[src/rtl/timer_isa_pkg.sv]
// Shared constants for the timer ISA: opcodes, instruction field positions
// and the sequencer state encoding.
package timer_isa_pkg;

  // Default datapath widths
  localparam int PC_W_DEF = 8;
  localparam int IW_DEF   = 16;

  // Instruction field positions
  localparam int OPC_HI = 15;
  localparam int OPC_LO = 12;
  localparam int IMM_HI = 7;
  localparam int IMM_LO = 0;

  // Opcodes; 8..E are undefined and execute as NOP with the illegal flag set
  localparam logic [3:0] OP_NOP  = 4'h0;
  localparam logic [3:0] OP_LDC  = 4'h1;
  localparam logic [3:0] OP_DECC = 4'h2;
  localparam logic [3:0] OP_JMP  = 4'h3;
  localparam logic [3:0] OP_JNZ  = 4'h4;
  localparam logic [3:0] OP_WAIT = 4'h5;
  localparam logic [3:0] OP_OUTC = 4'h6;
  localparam logic [3:0] OP_OUTI = 4'h7;
  localparam logic [3:0] OP_HALT = 4'hF;

  // Sequencer state encoding
  localparam logic [2:0] ST_IDLE  = 3'd0;
  localparam logic [2:0] ST_FETCH = 3'd1;
  localparam logic [2:0] ST_EXEC  = 3'd2;
  localparam logic [2:0] ST_WAIT  = 3'd3;
  localparam logic [2:0] ST_HALT  = 3'd4;

  // True for the opcode range that has no defined meaning
  function automatic logic opc_undefined(input logic [3:0] opc);
    return (opc >= 4'h8) && (opc <= 4'hE);
  endfunction

endpackage

[src/rtl/timer_isa_decode.sv]
// Combinational decoder: splits the latched instruction word into one-hot
// opcode flags and the immediate. NOP has no flag; it is the fall-through.
module timer_isa_decode
  import timer_isa_pkg::*;
#(
  parameter int PC_W = PC_W_DEF,
  parameter int IW   = IW_DEF
) (
  input  logic [IW-1:0]   ir,
  output logic            is_ldc,
  output logic            is_decc,
  output logic            is_jmp,
  output logic            is_jnz,
  output logic            is_wait,
  output logic            is_outc,
  output logic            is_outi,
  output logic            is_halt,
  output logic            is_illegal,
  output logic [PC_W-1:0] imm
);

  logic [3:0] opc;
  // Reserved bits [11:8] carry no meaning
  logic       unused_rsvd;

  assign opc         = ir[OPC_HI:OPC_LO];
  assign imm         = ir[IMM_HI:IMM_LO];
  assign unused_rsvd = ^ir[11:8];

  // Opcode to one-hot flag
  always_comb begin
    is_ldc     = 1'b0;
    is_decc    = 1'b0;
    is_jmp     = 1'b0;
    is_jnz     = 1'b0;
    is_wait    = 1'b0;
    is_outc    = 1'b0;
    is_outi    = 1'b0;
    is_halt    = 1'b0;
    is_illegal = opc_undefined(opc);
    case (opc)
      OP_LDC:  is_ldc  = 1'b1;
      OP_DECC: is_decc = 1'b1;
      OP_JMP:  is_jmp  = 1'b1;
      OP_JNZ:  is_jnz  = 1'b1;
      OP_WAIT: is_wait = 1'b1;
      OP_OUTC: is_outc = 1'b1;
      OP_OUTI: is_outi = 1'b1;
      OP_HALT: is_halt = 1'b1;
      default: ;
    endcase
  end

endmodule

[src/rtl/timer_sequencer.sv]
// Timer ISA sequencer: fetches the ROM word at pc, executes it, and drives
// the PC's inc/load inputs back to close the fetch loop. Owns the loop
// counter, the wait-tick counter and the display register.
module timer_sequencer
  import timer_isa_pkg::*;
#(
  parameter int PC_W = PC_W_DEF,
  parameter int IW   = IW_DEF
) (
  input  logic            clk,
  input  logic            reset,
  input  logic [PC_W-1:0] pc,
  input  logic [IW-1:0]   instr,
  input  logic            tick,
  input  logic            start,
  input  logic            pause,
  output logic            pc_inc,
  output logic            pc_load,
  output logic [PC_W-1:0] pc_load_val,
  output logic [PC_W-1:0] disp,
  output logic [PC_W-1:0] cnt,
  output logic            busy,
  output logic            halted,
  output logic            illegal
);

  localparam logic [PC_W-1:0] ONE = {{(PC_W-1){1'b0}}, 1'b1};

  logic [2:0]      state_q, state_d;
  logic [IW-1:0]   ir_q, ir_d;
  logic [PC_W-1:0] cnt_q, cnt_d;
  logic [PC_W-1:0] disp_q, disp_d;
  logic [PC_W-1:0] wcnt_q, wcnt_d;
  logic [PC_W-1:0] load_val_q;
  logic            illegal_q, illegal_d;

  logic            is_ldc, is_decc, is_jmp, is_jnz, is_wait;
  logic            is_outc, is_outi, is_halt, is_illegal;
  logic [PC_W-1:0] imm;

  // The PC value itself is not needed: the ROM word arrives alongside it
  logic            unused_pc;
  assign unused_pc = ^pc;

  timer_isa_decode #(
    .PC_W(PC_W),
    .IW  (IW)
  ) u_decode (
    .ir        (ir_q),
    .is_ldc    (is_ldc),
    .is_decc   (is_decc),
    .is_jmp    (is_jmp),
    .is_jnz    (is_jnz),
    .is_wait   (is_wait),
    .is_outc   (is_outc),
    .is_outi   (is_outi),
    .is_halt   (is_halt),
    .is_illegal(is_illegal),
    .imm       (imm)
  );

  // Next-state and strobe logic; strobes are combinational so the PC
  // updates on the edge that ends the EXEC/WAIT/HALT cycle
  always_comb begin
    state_d   = state_q;
    ir_d      = ir_q;
    cnt_d     = cnt_q;
    disp_d    = disp_q;
    wcnt_d    = wcnt_q;
    illegal_d = illegal_q;
    pc_inc    = 1'b0;
    pc_load   = 1'b0;
    case (state_q)
      ST_IDLE: begin
        if (start) state_d = ST_FETCH;
      end
      ST_FETCH: begin
        if (!pause) begin
          ir_d    = instr;
          state_d = ST_EXEC;
        end
      end
      ST_EXEC: begin
        // Pause is deliberately ignored here: EXEC is always one cycle
        state_d = ST_FETCH;
        if (is_ldc) begin
          cnt_d  = imm;
          pc_inc = 1'b1;
        end else if (is_decc) begin
          cnt_d  = cnt_q - ONE;
          pc_inc = 1'b1;
        end else if (is_jmp) begin
          pc_load = 1'b1;
        end else if (is_jnz) begin
          // Tests the counter value held before this cycle
          if (cnt_q != '0) pc_load = 1'b1;
          else             pc_inc  = 1'b1;
        end else if (is_wait) begin
          if (imm == '0) begin
            pc_inc = 1'b1;
          end else begin
            wcnt_d  = imm;
            state_d = ST_WAIT;
          end
        end else if (is_outc) begin
          disp_d = cnt_q;
          pc_inc = 1'b1;
        end else if (is_outi) begin
          disp_d = imm;
          pc_inc = 1'b1;
        end else if (is_halt) begin
          state_d = ST_HALT;
        end else begin
          // NOP, and undefined opcodes which behave as NOP
          pc_inc = 1'b1;
          if (is_illegal) illegal_d = 1'b1;
        end
      end
      ST_WAIT: begin
        // Ticks arriving under pause are dropped, not queued
        if (tick && !pause) begin
          wcnt_d = wcnt_q - ONE;
          if (wcnt_q == ONE) begin
            pc_inc  = 1'b1;
            state_d = ST_FETCH;
          end
        end
      end
      ST_HALT: begin
        if (start) begin
          pc_inc  = 1'b1;
          state_d = ST_FETCH;
        end
      end
      default: state_d = ST_IDLE;
    endcase
  end

  // Load value follows imm while loading and otherwise holds
  always_comb begin
    pc_load_val = pc_load ? imm : load_val_q;
  end

  // State and datapath registers
  always_ff @(posedge clk or posedge reset) begin
    if (reset) begin
      state_q    <= ST_IDLE;
      ir_q       <= '0;
      cnt_q      <= '0;
      disp_q     <= '0;
      wcnt_q     <= '0;
      load_val_q <= '0;
      illegal_q  <= 1'b0;
    end else begin
      state_q    <= state_d;
      ir_q       <= ir_d;
      cnt_q      <= cnt_d;
      disp_q     <= disp_d;
      wcnt_q     <= wcnt_d;
      load_val_q <= pc_load_val;
      illegal_q  <= illegal_d;
    end
  end

  // Status outputs
  always_comb begin
    busy    = (state_q == ST_FETCH) || (state_q == ST_EXEC) || (state_q == ST_WAIT);
    halted  = (state_q == ST_HALT);
    cnt     = cnt_q;
    disp    = disp_q;
    illegal = illegal_q;
  end

endmodule
[config.mk]
export PLATFORM = sky130hd
export DESIGN_NAME = timer_sequencer
export DESIGN_NICKNAME = d
export VERILOG_FILES = /design/src/rtl/timer_isa_pkg.sv /design/src/rtl/timer_isa_decode.sv /design/src/rtl/timer_sequencer.sv
export SDC_FILE = /design/constraint.sdc
export NUM_CORES = 1
export LEC_CHECK = 0
export ABC_AREA = 0
export CORE_ASPECT_RATIO = 1.25
export CORE_MARGIN = 2
export CORE_UTILIZATION = 52
export CTS_CLUSTER_DIAMETER = 100
export DETAILED_ROUTE_END_ITERATION = 6
export GPL_TIMING_DRIVEN = 1
export PLACE_DENSITY = 0.9
export SYNTH_ARGS = -nofsm -noshare
export SYNTH_HDL_FRONTEND = slang
export SYNTH_HIERARCHICAL = 1
export SYNTH_SLANG_ARGS = --single-unit
[constraint.sdc]
create_clock -name clk -period 2.37 [get_ports clk]
set_input_delay 0.5925 -clock clk [delete_from_list [all_inputs] [get_ports clk]]
set_output_delay 0.5925 -clock clk [all_outputs]
set_load 0.02 [all_outputs]
==> results by group, run 1 <==
Status
  • Status: complete, but fails checks
  • Failing checks: setup timing

Setup path
  • Worst-path fanout max: 9
  • Startpoint types: flip-flop
  • Worst Path Arrival: 2.18 ns
  • Critical path buffers and inverters: 2
  • Setup Crit Path Kind: flip-flop to primary output
  • Setup crit end kind: primary output
  • CP cell instances: nor4_4 -> a31oi_4 -> o211ai_4 -> buf_12 -> mux2_2 -> buf_2
  • Crit-path slowest cell: dfrtp_2
  • CP top delay family: flip-flops
  • Worst EP required: 1.78 ns
  • Max incr delay on CP: 0.44 ns

Finish
  • Nets: 409
  • Final Non-Filler Cells: 439
  • Share of cells above drive strength 1: 35.8%
  • Antenna diode count: 0
  • Synth-to-layout area growth: 38.6%

Power and ir drop
  • Clock share of power: 10.1%
  • Internal cell power: 0.00283 W
  • Switching part of the total: 42.8%
  • Maximum VDD drop: 794 uV
  • Overall power: 0.00494 W
  • Combinational share of power: 62.1%
  • Power Dens Cells: 1270 nW/um2
  • Switching power: 0.00211 W
  • Leakage: 1.65 nW
  • Sequential share of power: 27.8%

Floorplan
  • Die footprint: 5980 um2
  • Core area: 5120 um2
  • Rows: 29
  • Die H: 86.0 um
  • IO Pins: 58
  • DIE WIDTH: 69.6 um
  • Initial Util: 54.7%

Timing
  • Minimum clock period: 2.78 ns
  • RSZ-0062 raised after global routing: true
  • Final worst slack: -0.405 ns
  • Setup_tns: -3.34 ns
  • Slew margin rel.: 67.8%
  • Max-slew violations: 0
  • Final setup viols: 10
  • Fmax: 360 MHz
  • Min Hold Slack: 0.499 ns
  • Fin. Hold Viols: 0
  • Skew final: 0.0204 ns
  • Worst-Margin Slew: 0.479 ns
  • Crit share post-route: 117%

Global route
  • Initial antenna violation count: 0
  • Total GRT Usage: 28.2%
  • First-pass GRT wire length: 13,400 um
  • Pin count of the biggest net entering global routing: 33
  • Total global routing overflow: 0
  • Vias in the first global route: 2,748

Detailed routing
  • Remaining antenna violation count: 0
  • Vias per cell: 6.35
  • Wirelength, routed: 8600 um
  • DRC: 0
  • Detailed Routing Iterations Pass 1: 5
  • DR iter-0 viols: 393
  • Via Count: 2,788
  • Routed len/inst: 19.6 um

Clock network
  • Clock root buffer: clkbuf_8
  • CTS max path bufs: 2
  • Worst-Skew Late Latency: 0.32 ns
  • Num CTS Buffers: 5
  • CTS tree: yes
  • Clk sinks: 48
  • Clock transition at path regs: 0.11 ns
  • Hold Buf Count CTS: 0
  • H-tree levels: 2

Synthesis
  • Syn Area/Cell: 10.0 um2
  • Post-synthesis cell area: 2800 um2
  • Synth warn: 6
  • Post-Syn Instances: 279
  • Synth Net Count: 312

Flow run
  • Max Cap Viol: 0

Placement
  • DP HPWL: 5650 um
  • GP Congestion: 0.890
  • Port bufs: 45
  • Inst Count DP: 427

Min path
  • Hold Crit Class: flip-flop to flip-flop
-- placed cells by master, fill, tap and decap left out, drive strengths merged, types with 4 or more instances in the layout --
cell / count
a211oi: 6
a21oi: 23
a22oi: 5
a31oi: 4
and2: 5
buf: 76
clkbuf: 6
clkdlybuf4s50: 34
dfrtp: 48
ha: 4
inv: 9
mux2: 22
mux2i: 9
nand2: 8
nand2b: 6
nand3: 4
nand4: 4
nor2: 29
nor2b: 5
nor3: 10
nor4: 4
o21ai: 14
-- routing by layer --
layer / wire, um / GRT usage [%]
met5: 0 / 0
met4: 409 / 12.3
met1: 3070 / 34.3
met2: 4440 / 50.1
met3: 676 / 3.76
-- cell type report --
cell class / instances / area (um2)
timing repair buffer: 111 / 950
tap: 62 / 77.6
sequential: 48 / 1200
clock buffer: 6 / 72.6
inverter: 9 / 33.8
clock inverter: 2 / 12.5
multi-input combinational: 201 / 1530
fill: 314 / 1240
-- power by group through the flow --
stage / sequential, W / clock (W) / combinational (W)
after floorplan: 0.00148 / 0 / 0.00154
after global placement: 0.00135 / 0 / 0.00273
after detailed placement: 0.00137 / 0 / 0.00284
after CTS: 0.00135 / 0.000499 / 0.00290
after global routing: 0.00141 / 0.000528 / 0.00326
final: 0.00137 / 0.000499 / 0.00307
-- state kept, by name, summed over array words and instances (netlist names) --
| register | flops |
|---|---|
| disp | 8 |
| state_q | 3 |
| illegal | 1 |
| ir_q | 12 |
| load_val_q | 8 |
| cnt | 8 |
| wcnt_q | 8 |
-- through the flow --
step	utilization, %	worst slack (ns)	area (um2)
2_1_floorplan	-	-0.0572	2810
3_3_place_gp	71.9	-0.505	3680
3_5_place_dp	71.9	-0.634	3680
4_1_cts	74.5	-0.337	3810
5_1_grt	75.7	-0.439	3870
6_report	75.7	-0.405	3870
-- worst register-to-register path: stages (launching register included) --
cell      delay (ns)
dfrtp_1         0.42
buf_4           0.16
nand2b_4        0.07
nor3_2          0.05
buf_4           0.14
buf_4           0.18
nor4_2          0.19
buf_4           0.21
a21oi_4         0.10
a211oi_1        0.38
o22ai_1         0.17
-- final timing paths --
kind	from	to	slack, ns	cells past startpoint
max reg2reg	ir_q[12]	wcnt_q[5]	0.16	10
min in group asynchronous	reset	disp[2]	0.58	2
min	load_val_q[3]	load_val_q[3]	0.50	1
min reg2reg	load_val_q[3]	load_val_q[3]	0.50	1
max in group asynchronous	reset	wcnt_q[3]	1.25	3
max	cnt[4]	pc_load_val[7]	-0.41	6
-- timing repair --
| action | CTS | global route |
|---|---|---|
| setup buffers | 3 | 1 |
| resized for setup | 55 | 16 |
| pin swaps | 4 | 1 |
| endpoints found under the setup margin | 11 | 11 |
Note: power is estimated with default switching activity, not from simulation.
==> run 2, diff against run 1 <==
Settings changed: CELL_PAD_IN_SITES_DETAIL_PLACEMENT set to 1, CELL_PAD_IN_SITES_GLOBAL_PLACEMENT set to 2, CORE_UTILIZATION 52 to 33, PLACE_DENSITY 0.9 to 0.91.
==> results by group, run 2 (synthesis gave the netlist of run 1 again) <==
Timing
  • Skew final: 0.00788 ns (-0.0125 ns)
  • Final worst slack: -0.456 ns (-0.0509 ns)
  • Fmax: 354 MHz (-1.8%)
  • Minimum clock period: 2.83 ns (+0.0509 ns)
  • RSZ-0062 raised after global routing: true
  • Crit share post-route: 119% (+2.1 points)
  • Fin. Hold Viols: 0 (unchanged)
  • Max-slew violations: 0 (unchanged)
  • Final setup viols: 10 (unchanged)
  • Slew margin rel.: 69.7% (+1.9 points)
  • Worst-Margin Slew: 0.451 ns (-0.0287 ns)

Setup path
  • Setup crit end kind: primary output
  • R2r setup slk: 0.26 ns (+0.10 ns)
  • Worst Path Arrival: 2.23 ns (+0.05 ns)
  • Worst EP required: 1.78 ns (about the same)
  • Max incr delay on CP: 0.43 ns (about the same)
  • Critical path buffers and inverters: 2 (unchanged)
  • CP cell instances: nor4_4 -> a31oi_4 -> o211ai_4 -> buf_4 -> mux2_4 -> buf_6
  • CP top delay family: compound AO/OA/AOI/OAI gates
  • Startpoint types: flip-flop
  • Worst r2r dst: load_val_q[7]
  • Worst-path fanout max: 4 (-5)
  • Setup Crit Path Kind: flip-flop to primary output
  • Crit-path slowest cell: dfrtp_1
  • Cells on worst reg2reg path: 7 (-3)
  • Reg2reg start: cnt[6]

Detailed routing
  • Vias per cell: 5.49 (-14%)
  • Wirelength, routed: 9650 um (+12%)
  • DRC: 0 (unchanged)
  • Routed len/inst: 20.0 um (+2.2%)
  • Via Count: 2,645 (-5.1%)
  • Detailed Routing Iterations Pass 1: 4 (-1)
  • Remaining antenna violation count: 0 (unchanged)
  • DR iter-0 viols: 145 (-63%)

Finish
  • Antenna diode count: 0 (unchanged)
  • Most flops, register: ir_q
  • Final design utilization: 49.9% (-26 points)
  • Synth-to-layout area growth: 47.0%
  • Multi-input logic area: 1570 um2 (+3.2%)
  • Share of cells above drive strength 1: 37.9% (+2.1 points)
  • Register area: 1210 um2 (+0.21%)
  • Final-layout fill cell count: 913 (+190%)
  • Final Instance Area: 4110 um2 (+6.1%)
  • Most frequent cells in the layout: buf_4, dfrtp_1, clkdlybuf4s50_1
  • Nets: 417 (+2.0%)
  • Commonest non-fill, non-tap cell in the layout: buf_4
  • Max reg flops: 12 (unchanged)

Placement
  • Port bufs: 45 (unchanged)
  • DP HPWL: 6450 um (+14%)
  • GP Congestion: 0.828 (-7.0%)
  • Cell area after placement: 3710 um2 (+0.99%)
  • Pre-CTS WS: -0.576 ns (+0.0580 ns)

Global route
  • First-pass GRT wire length: 15,300 um (+14%)
  • Initial antenna violation count: 0 (unchanged)
  • Pin count of the biggest net entering global routing: 34 (+3.0%)
  • Vias in the first global route: 2,889 (+5.1%)
  • Total GRT Usage: 21.6% (-6.6 points)
  • Total global routing overflow: 0 (unchanged)

Power and ir drop
  • Switching power: 0.00224 W (+5.9%)
  • Sequential share of power: 25.8% (-2.0 points)
  • Switching part of the total: 41.3% (-1.5 points)
  • Clock share of power: 13.8% (+3.7 points)
  • Maximum VDD drop: 681 uV (-14%)
  • Internal cell power: 0.00319 W (+13%)
  • Combinational share of power: 60.4% (-1.7 points)
  • Leakage: 1.75 nW (+5.8%)
  • Power Dens Cells: 1320 nW/um2 (+3.5%)

Flow run
  • Max Cap Viol: 0 (unchanged)

Min path
  • Hold_sp: illegal
  • Hold EP: illegal
  • Hold Crit Class: flip-flop to flip-flop
  • WHS Path Cells: 1 (unchanged)

Clock network
  • Num CTS Buffers: 5 (unchanged)
  • Clock root buffer: clkbuf_8
  • CTS tree: yes
  • Clk sinks: 48 (unchanged)
  • Clock transition at path regs: 0.10 ns (about the same)
  • Worst-Skew Late Latency: 0.32 ns (about the same)
  • H-tree levels: 2 (unchanged)
  • CTS max path bufs: 2 (unchanged)

Status
  • Failing checks: setup timing
  • Status: complete, but fails checks

Floorplan
  • Die H: 107 um (+24%)
  • IO Pins: 58 (unchanged)
  • Die footprint: 9230 um2 (+54%)
  • Rows: 37 (+28%)
  • Initial Util: 33.9% (-21 points)
  • Core area: 8240 um2 (+61%)
  • DIE WIDTH: 86.3 um (+24%)
==> run 2: cell types whose count changed in the layout (fill, tap and decap cells not counted), moves of 2 or more <==
cell,delta
nor3_4,+2
mux2_4,+6
dfrtp_1,-2
nor3_2,-3
dfrtp_2,+2
mux2_2,-6
buf_6,+10
buf_2,-4
buf_4,+2
bufinv_16,+2
==> run 2: worst max-delay path by stage <==
stage / from / endpoint / slack, ns / cells after the start
6_report: cnt[6] / pc_load_val[6] / -0.46 / 6
5_1_grt: cnt[6] / pc_load_val[6] / -0.54 / 6
4_1_cts: cnt[4] / pc_load_val[4] / -0.41 / 6
3_5_place_dp: cnt[5] / pc_load_val[7] / -0.58 / 5
3_3_place_gp: cnt[5] / pc_load_val[4] / -0.49 / 5
2_1_floorplan: cnt[4] / pc_load_val[1] / -0.06 / 5
==> run 2: worst register-to-register path, cell delays in order (launching register included) <==
cell,delay [ns]
dfrtp_1,0.43
nor4_4,0.38
a31oi_4,0.16
o211ai_4,0.33
buf_6,0.16
mux2_4,0.31
buf_4,0.13
buf_4,0.11
==> run 2: repair_timing <==
action | 4_1_cts | 5_1_grt
cloned | 1 | 0
hold endpoints to repair | 0 | 0
setup endpoints to repair | 11 | 11
hold buffers | 0 | 0
buffers inserted | 8 | 4
gates resized for setup | 88 | 6
pin swaps | 4 | 4
==> run 2: layout make-up <==
class	count	share of cell area, %
Inverter	9	0.822
Sequential cell	48	29.3
Tap cell	97	2.95
Timing Repair Buffer	118	25.2
Clock inverter	3	1.67
Clock buffer	5	1.67
Multi-Input combinational cell	202	38.3
==> run 2: power groups by stage <==
stage | combinational, W | clock (W) | sequential [W]
after floorplan | 0.00154 | 0 | 0.00148
after global placement | 0.00280 | 0 | 0.00136
after detailed placement | 0.00289 | 0 | 0.00139
after CTS | 0.00319 | 0.000750 | 0.00140
after global routing | 0.00351 | 0.000785 | 0.00144
final | 0.00327 | 0.000750 | 0.00140
==> run 2: per-layer routing <==
metal	up-vias	part of all wire [%]	track usage [%]
li1	1222	-	-
met1	1348	40	26.1
met2	64	54	38.6
met3	11	4.1	3.46
met4	0	1.6	7.14
met5	-	0	0
==> run 2: stage by stage <==
step | std cells | hold slack, ns | TNS (ns) | total power [W]
after floorplan | 279 | 0.482 | -0.400 | 0.00302
after CTS | 478 | 0.512 | -3.34 | 0.00534
after global placement | 461 | 0.464 | -4.50 | 0.00416
final | 482 | 0.504 | -3.93 | 0.00542
after detailed placement | 461 | 0.485 | -5.31 | 0.00428
after global routing | 482 | 0.526 | -4.86 | 0.00573
==> run 3, diff against run 2 <==
Settings changed: ABC_AREA 0 to 1, CORE_UTILIZATION 33 to 29, PLACE_DENSITY 0.91 to 0.89.
==> results by group, run 3 <==
Power and ir drop
  • Leakage: 2.06 nW (+18%)
  • Overall power: 0.00581 W (+7.1%)
  • Maximum VDD drop: 465 uV (-32%)
  • Power Dens Cells: 1370 nW/um2 (+3.8%)

Clock network
  • Num CTS Buffers: 5 (unchanged)
  • Clock transition at path regs: 0.07 ns (-0.03 ns)
  • Clk sinks: 48 (unchanged)
  • CTS max path bufs: 2 (unchanged)
  • Clock root buffer: clkbuf_16
  • Worst-Skew Late Latency: 0.29 ns (-0.03 ns)
  • Hold Buf Count CTS: 0 (unchanged)
  • CTS tree: yes
  • H-tree levels: 2 (unchanged)

Finish
  • Nets: 526 (+26%)
  • Max reg flops: 12 (unchanged)
  • Synth-to-layout area growth: 50.4%
  • Most flops, register: ir_q
  • Share of cells above drive strength 1: 30.4% (-7.6 points)
  • Final Non-Filler Cells: 620 (+29%)
  • Most frequent cells in the layout: nand2_1, buf_4, inv_1, dfrtp_1, o21ai_0
  • Final design utilization: 44.4% (-5.5 points)
  • Antenna diode count: 0 (unchanged)
  • Commonest non-fill, non-tap cell in the layout: nand2_1

Placement
  • DP HPWL: 6660 um (+3.2%)
  • Inst Count DP: 601 (+30%)
  • GP Congestion: 0.847 (+2.3%)
  • Port bufs: 45 (unchanged)

Min path
  • Hold Crit Class: flip-flop to flip-flop

Status
  • Status: complete, but fails checks
  • Failing checks: setup timing

Synthesis
  • Syn Area/Cell: 7.35 um2 (-27%)
  • Post-Syn Instances: 384 (+38%)
  • Synth warn: 6 (unchanged)
  • Synth Net Count: 417 (+34%)
  • Post-synthesis cell area: 2820 um2 (+0.94%)

Global route
  • Vias in the first global route: 2,965 (+2.6%)
  • GRT busiest layer: met2
  • Routing usage on met2: 33.1% (-5.5 points)
  • GR Util met1: 19.4% (-6.7 points)
  • Total global routing overflow: 0 (unchanged)
  • Initial antenna violation count: 0 (unchanged)
  • Pin count of the biggest net entering global routing: 49 (+44%)
  • First-pass GRT wire length: 14,300 um (-6.6%)
  • Total GRT Usage: 17.4% (-4.2 points)
  • Met3 Use GR: 2.44% (-1.0 points)

Flow run
  • Max Cap Viol: 0 (unchanged)

Detailed routing
  • DRC: 0 (unchanged)
  • Detailed Routing Iterations Pass 1: 4 (unchanged)
  • Remaining antenna violation count: 0 (unchanged)
  • DR iter-0 viols: 91 (-37%)
  • Routed len/inst: 14.3 um (-29%)
  • Wirelength, routed: 8870 um (-8.1%)
  • Via Count: 2,850 (+7.8%)
  • Vias per cell: 4.60 (-16%)

Timing
  • Worst-Margin Slew: 0.336 ns (-0.114 ns)
  • Fmax: 391 MHz (+10%)
  • Final worst slack: -0.190 ns (+0.266 ns)
  • Fin. Hold Viols: 0 (unchanged)
  • Max-slew violations: 0 (unchanged)
  • Crit share post-route: 108% (-11 points)
  • Minimum clock period: 2.56 ns (-0.266 ns)
  • RSZ-0062 raised after global routing: true
  • Skew final: 0.00471 ns (-0.00317 ns)
  • Final setup viols: 10 (unchanged)
  • Slew margin rel.: 77.5% (+7.8 points)

Floorplan
  • DIE WIDTH: 92.2 um (+6.8%)
  • Die footprint: 10,500 um2 (+14%)
  • Die H: 114 um (+6.9%)
  • Core area: 9560 um2 (+16%)
  • Rows: 40 (+8.1%)
  • IO Pins: 58 (unchanged)
  • Initial Util: 29.5% (-4.4 points)

Setup path
  • Max incr delay on CP: 0.38 ns (-0.05 ns)
  • Worst-path fanout max: 8 (+4)
  • CP most frequent cell: nand2_2
  • Crit-path slowest cell: dfrtp_1
  • Worst EP required: 1.78 ns (about the same)
  • Worst Path Arrival: 1.97 ns (-0.26 ns)
  • Startpoint types: flip-flop
  • Setup crit end kind: primary output
  • CP cell instances: or2_4 -> nor2_4 -> inv_2 -> nand2_2 -> nor2_2 -> nand2_2 -> nand4_4 -> buf_12 -> o21ai_2 -> buf_6
  • Setup Crit Path Kind: flip-flop to primary output
## run 3: changes by cell type in the layout (fill, tap and decap cells not counted), sizes merged, moves of 10 or more
cell   previous run  this run
nand2             8       118
inv              10        57
o21ai            14        52
a21oi            23         9
nand3             4        17
mux2             22        12
## run 3: cell type report
| cell class | instances | area, um2 |
|---|---|---|
| Tap cell | 126 | 158 |
| Sequential cell | 48 | 1200 |
| Inverter | 57 | 214 |
| Timing Repair Buffer | 118 | 1060 |
| Clock buffer | 6 | 139 |
| Clock inverter | 2 | 15.0 |
| Multi-Input combinational cell | 263 | 1460 |
| Fill cell | 1163 | 5320 |
## run 3: final timing paths
kind                       slack [ns]              to  depth (start not counted)  startpoint
hold / removal                   0.48         illegal                          2     illegal
setup reg to reg                 0.51         disp[6]                         12    ir_q[12]
min in group asynchronous        0.66         disp[4]                          3       reset
setup / recovery                -0.19  pc_load_val[0]                         10    ir_q[14]
max in group asynchronous        1.47       wcnt_q[5]                          3       reset
hold reg to reg                  0.48         illegal                          2     illegal
## run 3: power by group
part | internal [W] | switching [W]
Combinational | 0.00167 | 0.00202
Sequential | 0.00117 | 0.000202
Clock | 0.000420 | 0.000329
## run 3: worst max-delay path, delay by kind of cell (launching register included)
kind / cells / cell delay (ns)
compound gates: 1 / 0.17
buf+inv: 3 / 0.40
flops: 1 / 0.38
simple gates: 6 / 0.71
## run 3: per-stage QoR
step / area, um2 / setup TNS (ns) / hold slack (ns) / setup slack [ns]
floorplan: 2820 / -0.331 / 0.471 / -0.0413
global placement: 3820 / -3.67 / 0.472 / -0.435
detailed placement: 3820 / -4.34 / 0.475 / -0.549
CTS: 4120 / -1.32 / 0.492 / -0.180
global route: 4240 / -2.66 / 0.510 / -0.313
finish: 4240 / -1.46 / 0.480 / -0.190
## run 3: layer usage
metal	vias up	wire [um]
li1	1414	-
met1	1381	3610
met2	38	4860
met3	17	169
met4	0	236
met5	-	0
## run 3: what timing repair did
action	4_1_cts	5_1_grt
setup endpoints to repair	11	10
gates cloned	0	1
setup buffers	5	6
pin swaps	6	6
gates resized for setup	103	19
